**src/rtl/spi_slave_regs.sv**
```systemverilog
// SPI slave (mode 3, 16-bit header + 8-bit data) fronting a 15-byte register bank plus one status byte.
// Writes commit one clk_i cycle after the last data bit; CS rising mid-frame aborts and is counted.
module spi_slave_regs #(
    parameter logic [127:0] RST_VAL = 128'h0
) (
    input  logic         clk_i,
    input  logic         rstn_i,
    input  logic         spi_cs_i,
    input  logic         spi_clk_i,
    input  logic         spi_mosi_i,
    output logic         spi_miso_o,
    output logic         spi_miso_t,
    input  logic [7:0]   sts_i,
    output logic [127:0] reg_o,
    output logic         wr_stb_o,
    output logic [3:0]   wr_addr_o,
    output logic [7:0]   wr_data_o,
    output logic [7:0]   abort_cnt_o
);

    typedef enum logic [1:0] {IDLE, HDR, DAT, HOLD} state_t;

    state_t        state_q, state_d;
    logic [2:0]    cs_sync, sclk_sync;
    logic [1:0]    mosi_sync;
    logic [1:0]    flush_q;
    logic [3:0]    cnt_q;
    logic [15:0]   hdr_q;
    logic [15:0]   hdr_full;
    logic [7:0]    rx_q, tx_q, rd_byte;
    logic [127:0]  bank_q;
    logic          miso_q, drive_q, pend_q;
    logic          sync_ok, cs_rise, cs_fall, sclk_rise, sclk_fall, mosi_bit;
    logic          abort, hdr_done, dat_done;

    always_ff @(posedge clk_i or negedge rstn_i) begin
        if (!rstn_i) begin
            cs_sync   <= 3'b111;
            sclk_sync <= 3'b111;
            mosi_sync <= 2'b00;
            flush_q   <= 2'd0;
        end else begin
            cs_sync   <= {cs_sync[1:0], spi_cs_i};
            sclk_sync <= {sclk_sync[1:0], spi_clk_i};
            mosi_sync <= {mosi_sync[0], spi_mosi_i};
            if (flush_q != 2'd3) flush_q <= flush_q + 2'd1;
        end
    end

    // Edges are ignored until the chain holds only real samples, so a CS
    // already low at reset release is not mistaken for a fresh falling edge.
    assign sync_ok   = (flush_q == 2'd3);
    assign cs_rise   = sync_ok &  cs_sync[1]   & ~cs_sync[2];
    assign cs_fall   = sync_ok & ~cs_sync[1]   &  cs_sync[2];
    assign sclk_rise = sync_ok &  sclk_sync[1] & ~sclk_sync[2];
    assign sclk_fall = sync_ok & ~sclk_sync[1] &  sclk_sync[2];
    assign mosi_bit  = mosi_sync[1];
    assign hdr_full  = {hdr_q[14:0], mosi_bit};

    always_ff @(posedge clk_i or negedge rstn_i) begin
        if (!rstn_i) state_q <= IDLE;
        else         state_q <= state_d;
    end

    always_comb begin
        state_d  = state_q;
        abort    = 1'b0;
        hdr_done = 1'b0;
        dat_done = 1'b0;
        case (state_q)
            IDLE: if (cs_fall) state_d = HDR;
            HDR: begin
                if (cs_rise) begin
                    state_d = IDLE;
                    abort   = 1'b1;
                end else if (sclk_rise && cnt_q == 4'd15) begin
                    state_d  = DAT;
                    hdr_done = 1'b1;
                end
            end
            DAT: begin
                if (cs_rise) begin
                    state_d = IDLE;
                    abort   = 1'b1;
                end else if (sclk_rise && cnt_q == 4'd7) begin
                    state_d  = HOLD;
                    dat_done = 1'b1;
                end
            end
            HOLD: if (cs_rise) state_d = IDLE;
            default: state_d = IDLE;
        endcase
    end

    always_comb begin
        rd_byte = 8'h00;
        if (hdr_full[14:4] == 11'd0) begin
            if (hdr_full[3:0] == 4'hF) rd_byte = sts_i;
            else                       rd_byte = bank_q[{hdr_full[3:0], 3'b000} +: 8];
        end
    end

    always_ff @(posedge clk_i or negedge rstn_i) begin
        if (!rstn_i) begin
            cnt_q   <= 4'd0;
            hdr_q   <= 16'd0;
            rx_q    <= 8'd0;
            tx_q    <= 8'd0;
            miso_q  <= 1'b0;
            drive_q <= 1'b0;
        end else begin
            if (state_d != state_q)
                cnt_q <= 4'd0;
            else if (sclk_rise && (state_q == HDR || state_q == DAT))
                cnt_q <= cnt_q + 4'd1;

            if (state_q == HDR && sclk_rise) hdr_q <= hdr_full;
            if (state_q == DAT && sclk_rise) rx_q  <= {rx_q[6:0], mosi_bit};

            if (hdr_done) tx_q <= rd_byte;

            if (state_d == IDLE) begin
                drive_q <= 1'b0;
                miso_q  <= 1'b0;
            end else if (state_q == DAT && hdr_q[15] && sclk_fall) begin
                drive_q <= 1'b1;
                miso_q  <= tx_q[7];
                tx_q    <= {tx_q[6:0], 1'b0};
            end
        end
    end

    // Commit runs in the cycle after the last bit lands in rx_q; the header
    // is frozen by then since HDR cannot be re-entered that quickly.
    always_ff @(posedge clk_i or negedge rstn_i) begin
        if (!rstn_i) begin
            pend_q      <= 1'b0;
            wr_stb_o    <= 1'b0;
            wr_addr_o   <= 4'd0;
            wr_data_o   <= 8'd0;
            bank_q      <= {8'h00, RST_VAL[119:0]};
            abort_cnt_o <= 8'd0;
        end else begin
            pend_q   <= dat_done && !hdr_q[15] && hdr_q[14:4] == 11'd0 && hdr_q[3:0] != 4'hF;
            wr_stb_o <= pend_q;
            if (pend_q) begin
                bank_q[{hdr_q[3:0], 3'b000} +: 8] <= rx_q;
                wr_addr_o <= hdr_q[3:0];
                wr_data_o <= rx_q;
            end
            if (abort && abort_cnt_o != 8'hFF) abort_cnt_o <= abort_cnt_o + 8'd1;
        end
    end

    assign reg_o      = bank_q;
    assign spi_miso_t = ~drive_q;
    assign spi_miso_o = drive_q & miso_q;

endmodule

```
**config.mk**
```make
export PLATFORM = sky130hd
export DESIGN_NAME = spi_slave_regs
export DESIGN_NICKNAME = d
export VERILOG_FILES = /design/src/rtl/spi_slave_regs.sv
export SDC_FILE = /design/constraint.sdc
export NUM_CORES = 1
export LEC_CHECK = 0
export BUFFER_PORTS_ARGS = -buffer_cell sky130_fd_sc_hd__buf_4
export CORE_ASPECT_RATIO = 2
export CORE_UTILIZATION = 51
export CTS_CLUSTER_SIZE = 12
export DETAILED_ROUTE_END_ITERATION = 12
export PLACE_DENSITY = 0.83
export SETUP_SLACK_MARGIN = 0.4
export SLEW_MARGIN = 20
export SYNTH_ARGS = -nofsm -noshare
export SYNTH_HDL_FRONTEND = slang
export SYNTH_SLANG_ARGS = --single-unit
```
**constraint.sdc**
```tcl
create_clock -name clk_i -period 2.4 [get_ports clk_i]
set_input_delay 0.12 -clock clk_i [delete_from_list [all_inputs] [get_ports clk_i]]
set_output_delay 0.12 -clock clk_i [all_outputs]
set_load 0.05 [all_outputs]
```
==> metrics.md <==
| Metric | Value |
|---|---|
| Final Core Density | 71.04% |
| RSZ-0062 raised after global routing | true |
| Period minus WS final | 2.272 ns |
| Die span in x | 97.68 um |
| IO Port Bufs | 163 |
| CP Data Required Time | 2.73 ns |
| Setup TNS | 0 ns |
| Number of antenna violations at the first check in global routing | 0 |
| Period utilization | 94.65% |
| Max_cap viols | 0 |
| Initial Util | 52.25% |
| Footprint of the multi-input gates | 4827 um^2 |
| Routed length per instance | 25.09 um |
| Fin. Hold Viols | 0 |
| Final slew viol count | 0 |
| Fmax | 440.2 MHz |
| CTS Buf Count | 17 |
| Area added between synthesis and finish | 35.96% |
| Vias in the first global route | 7609 |
| Gr ovfl total | 0 |
| Iter 0 DRT Violations | 438 |
| Nets | 973 |
| Worst hold path class | in -> reg |
| Crit path arrival time | 2.60 ns |
| Slew headroom | 60.63% |
| Yosys reg bits | 200 |
| Clock transition at path regs | 0.08 ns |
| Synth Net Count | 752 |
| # setup viols final | 0 |
| Gpl congestion | 0.9039 |
| Share of cells above drive strength 1 | 53.90% |
| Longest Clk Path Bufs | 2 |
| TritonCTS clock tree | built |
| Synth Area per Inst | 12.84 um^2 |
| H-tree levels | 4 |
| Sinks on Clock Net | 200 |
| Fill cells | 1166 |
| Antenna Cells | 0 |
| Largest net degree at the start of global routing | 68 |
| I/O Pins | 164 |
| Core area | 17870 um^2 |
| Share of flip-flops with an asynchronous set or reset | 100.0% |
| Leakage | 0.006173 uW |
| Worst VDD drop | 0.6869 mV |
| Cell count after synthesis | 727 |
| Worst Skew | 0.01960 ns |
| DRT Pass-1 Iters | 9 |
| Row cnt | 69 |
| DIE AREA | 18890 um^2 |
| EDFF count, synth | 0 |
| Worst-skew pair later-pin latency | 0.45 ns |
| CTS Root Cell | clkbuf_16 |
| Violated checks | design-rule violations |
| Pin slew with the least headroom to its limit | 0.5905 ns |
| Top_reg_cell synth | dfrtp_1 |
| Sequential area share after synthesis | 53.68% |
| DRC | 13 |
| HPWL after detailed placement | 20.99 mm |
| Status | finished with violations |
| Antenna Nets Post-Route | 0 |
| Via/cell ratio | 6.133 |
| First-pass GRT wire length | 44.26 mm |
| WS Path Type | reg -> reg |
| CP Max Fanout | 8 |
| Sequential Area | 5017 um^2 |
| GRT Util Overall | 31.71% |
| Die height | 193.4 um |
| Cell Pwr Density | 754.4 nW/um^2 |
| CP endpoint kind | flop |
| Via count | 7200 |
| Yosys cell types | 55 |
| Routed WL | 29.45 mm |
| Worst setup SP type | flop |
| Total number of yosys warnings | 0 |
| Post-Syn Area | 9338 um^2 |
state kept, by name, indices dropped and copies added (netlist names):
| signal | flops |
|---|---|
| reg_o | 128 |
| hdr_q | 16 |
| abort_cnt_o | 8 |
| rx_q | 8 |
| tx_q | 8 |
| wr_data_o | 8 |
| cnt_q | 4 |
| wr_addr_o | 4 |
| cs_sync | 3 |
| sclk_sync | 3 |
| flush_q | 2 |
| mosi_sync | 2 |
| state_q | 2 |
| drive_q | 1 |
| miso_q | 1 |
| pend_q | 1 |
| wr_stb_o | 1 |
cells in the final DEF (no fill, tap or decap), drive strengths merged, types with 15 or more instances in the layout:
| cell type | instances |
|---|---|
| nand2 | 49 |
| nor2 | 31 |
| mux2i | 20 |
| clkbuf | 22 |
| inv | 15 |
| dfrtp | 194 |
| buf | 234 |
| and2 | 18 |
| o21ai | 37 |
| mux2 | 175 |
path summary, 6_finish.rpt:
| kind | cells past startpoint | start | slack (ns) | endpoint |
|---|---|---|---|---|
| min in group asynchronous | 2 | rstn_i | 0.22 | hdr_q[8] |
| worst max-delay path | 10 | state_q[0] | 0.13 | tx_q[4] |
| max in group asynchronous | 3 | rstn_i | 1.33 | reg_o[123] |
| worst max register to register | 10 | state_q[0] | 0.13 | tx_q[4] |
| worst min-delay path | 4 | sts_i[3] | 0.15 | tx_q[3] |
| worst min register to register | 0 | mosi_sync[0] | 0.35 | mosi_sync[1] |
per-stage QoR:
step                setup WS [ns]  total power [uW]  cells  instance area [um^2]  hold WS (ns)
floorplan                 0.09863              5472    727                  9899       -0.1756
global placement          0.06509              6261   1107                 11580        0.1415
detailed placement       0.006481              6285   1107                 11580        0.1507
CTS                       0.04566              9146   1163                 12480        0.1291
global route              0.07103              9901   1174                 12700        0.1745
finish                     0.1285              9578   1174                 12700        0.1454
per-layer routing:
layer | wire length (um) | vias up | global-route usage [%]
li1 | - | 3079 | -
met1 | 9967 | 3662 | 33.60
met2 | 15900 | 352 | 56.63
met3 | 1303 | 107 | 4.299
met4 | 2275 | 0 | 23.40
met5 | 0 | - | 0
layout make-up:
cell class,instances,share of cell area (%)
Sequential cell,200,39.52
Multi-Input combinational cell,481,38.02
Timing Repair Buffer,239,15.81
Clock buffer,21,3.548
Tap cell,213,2.099
Clock inverter,11,0.6997
Inverter,9,0.3055
power by group:
group | internal [uW] | leakage [uW] | switching (uW) | total [uW]
clock | 1380 | 0.000261 | 1320 | 2700
combinational | 1300 | 0.00318 | 1880 | 3180
sequential | 3510 | 0.00274 | 194 | 3700
critical path, stage by stage (launching register included):
cell and delay (ns):
dfrtp_1 0.42, inv_1 0.10, ha_2 0.23, nor3_2 0.23, buf_4 0.16, nor3_2 0.04
o21ai_0 0.18, nand2_1 0.15, o21ai_4 0.19, buf_12 0.15, mux2_4 0.30
cells in the mapped netlist (all sizes together) (2+ instances only):
library cell  instances  share of area [%]
and3                 10               0.67
a221oi                6               0.56
dfrtp               194                 52
mux2i                20                2.1
nor3b                 4               0.32
and2                 18                1.2
clkbuf               21               0.84
a31oi                 2               0.13
nand2b                4               0.27
mux2                175                 21
nor2b                 8               0.54
nor2                 31                1.3
ha                   12                1.6
o311ai                2               0.19
buf                  16               0.79
nor3                  6               0.32
mux4                 12                2.9
a211oi                8               0.64
nand4                 8               0.54
a21oi                 2               0.11
nor4                  4               0.27
o21a                  2               0.16
dfstp                 6                1.7
o31a                  5               0.47
xnor2                10               0.94
nand2                49                2.0
nand3                11               0.72
or2                   2               0.13
inv                   9               0.36
o22ai                11               0.74
o21ai                37                2.1
o31ai                 2               0.16
and3b                 2               0.19
xor2                  3               0.28
timing repair:
item                       4_1_cts  5_1_grt
pin swaps                       12       18
hold buffers                     4        0
setup endpoints to repair      133      144
hold endpoints to repair        64        0
resized for setup               29       33
buffers inserted                20       11
gates cloned                     0        0
cell families after synthesis:
family / count (synthesis) / synth area share, %
compound gates: 89 / 6.579
xor+xnor: 13 / 1.219
fa+ha+maj: 12 / 1.608
buf+inv: 46 / 1.996
flops: 200 / 53.68
mux: 207 / 26.14
simple gates: 160 / 8.777
Power figures use the tool's default switching activity.
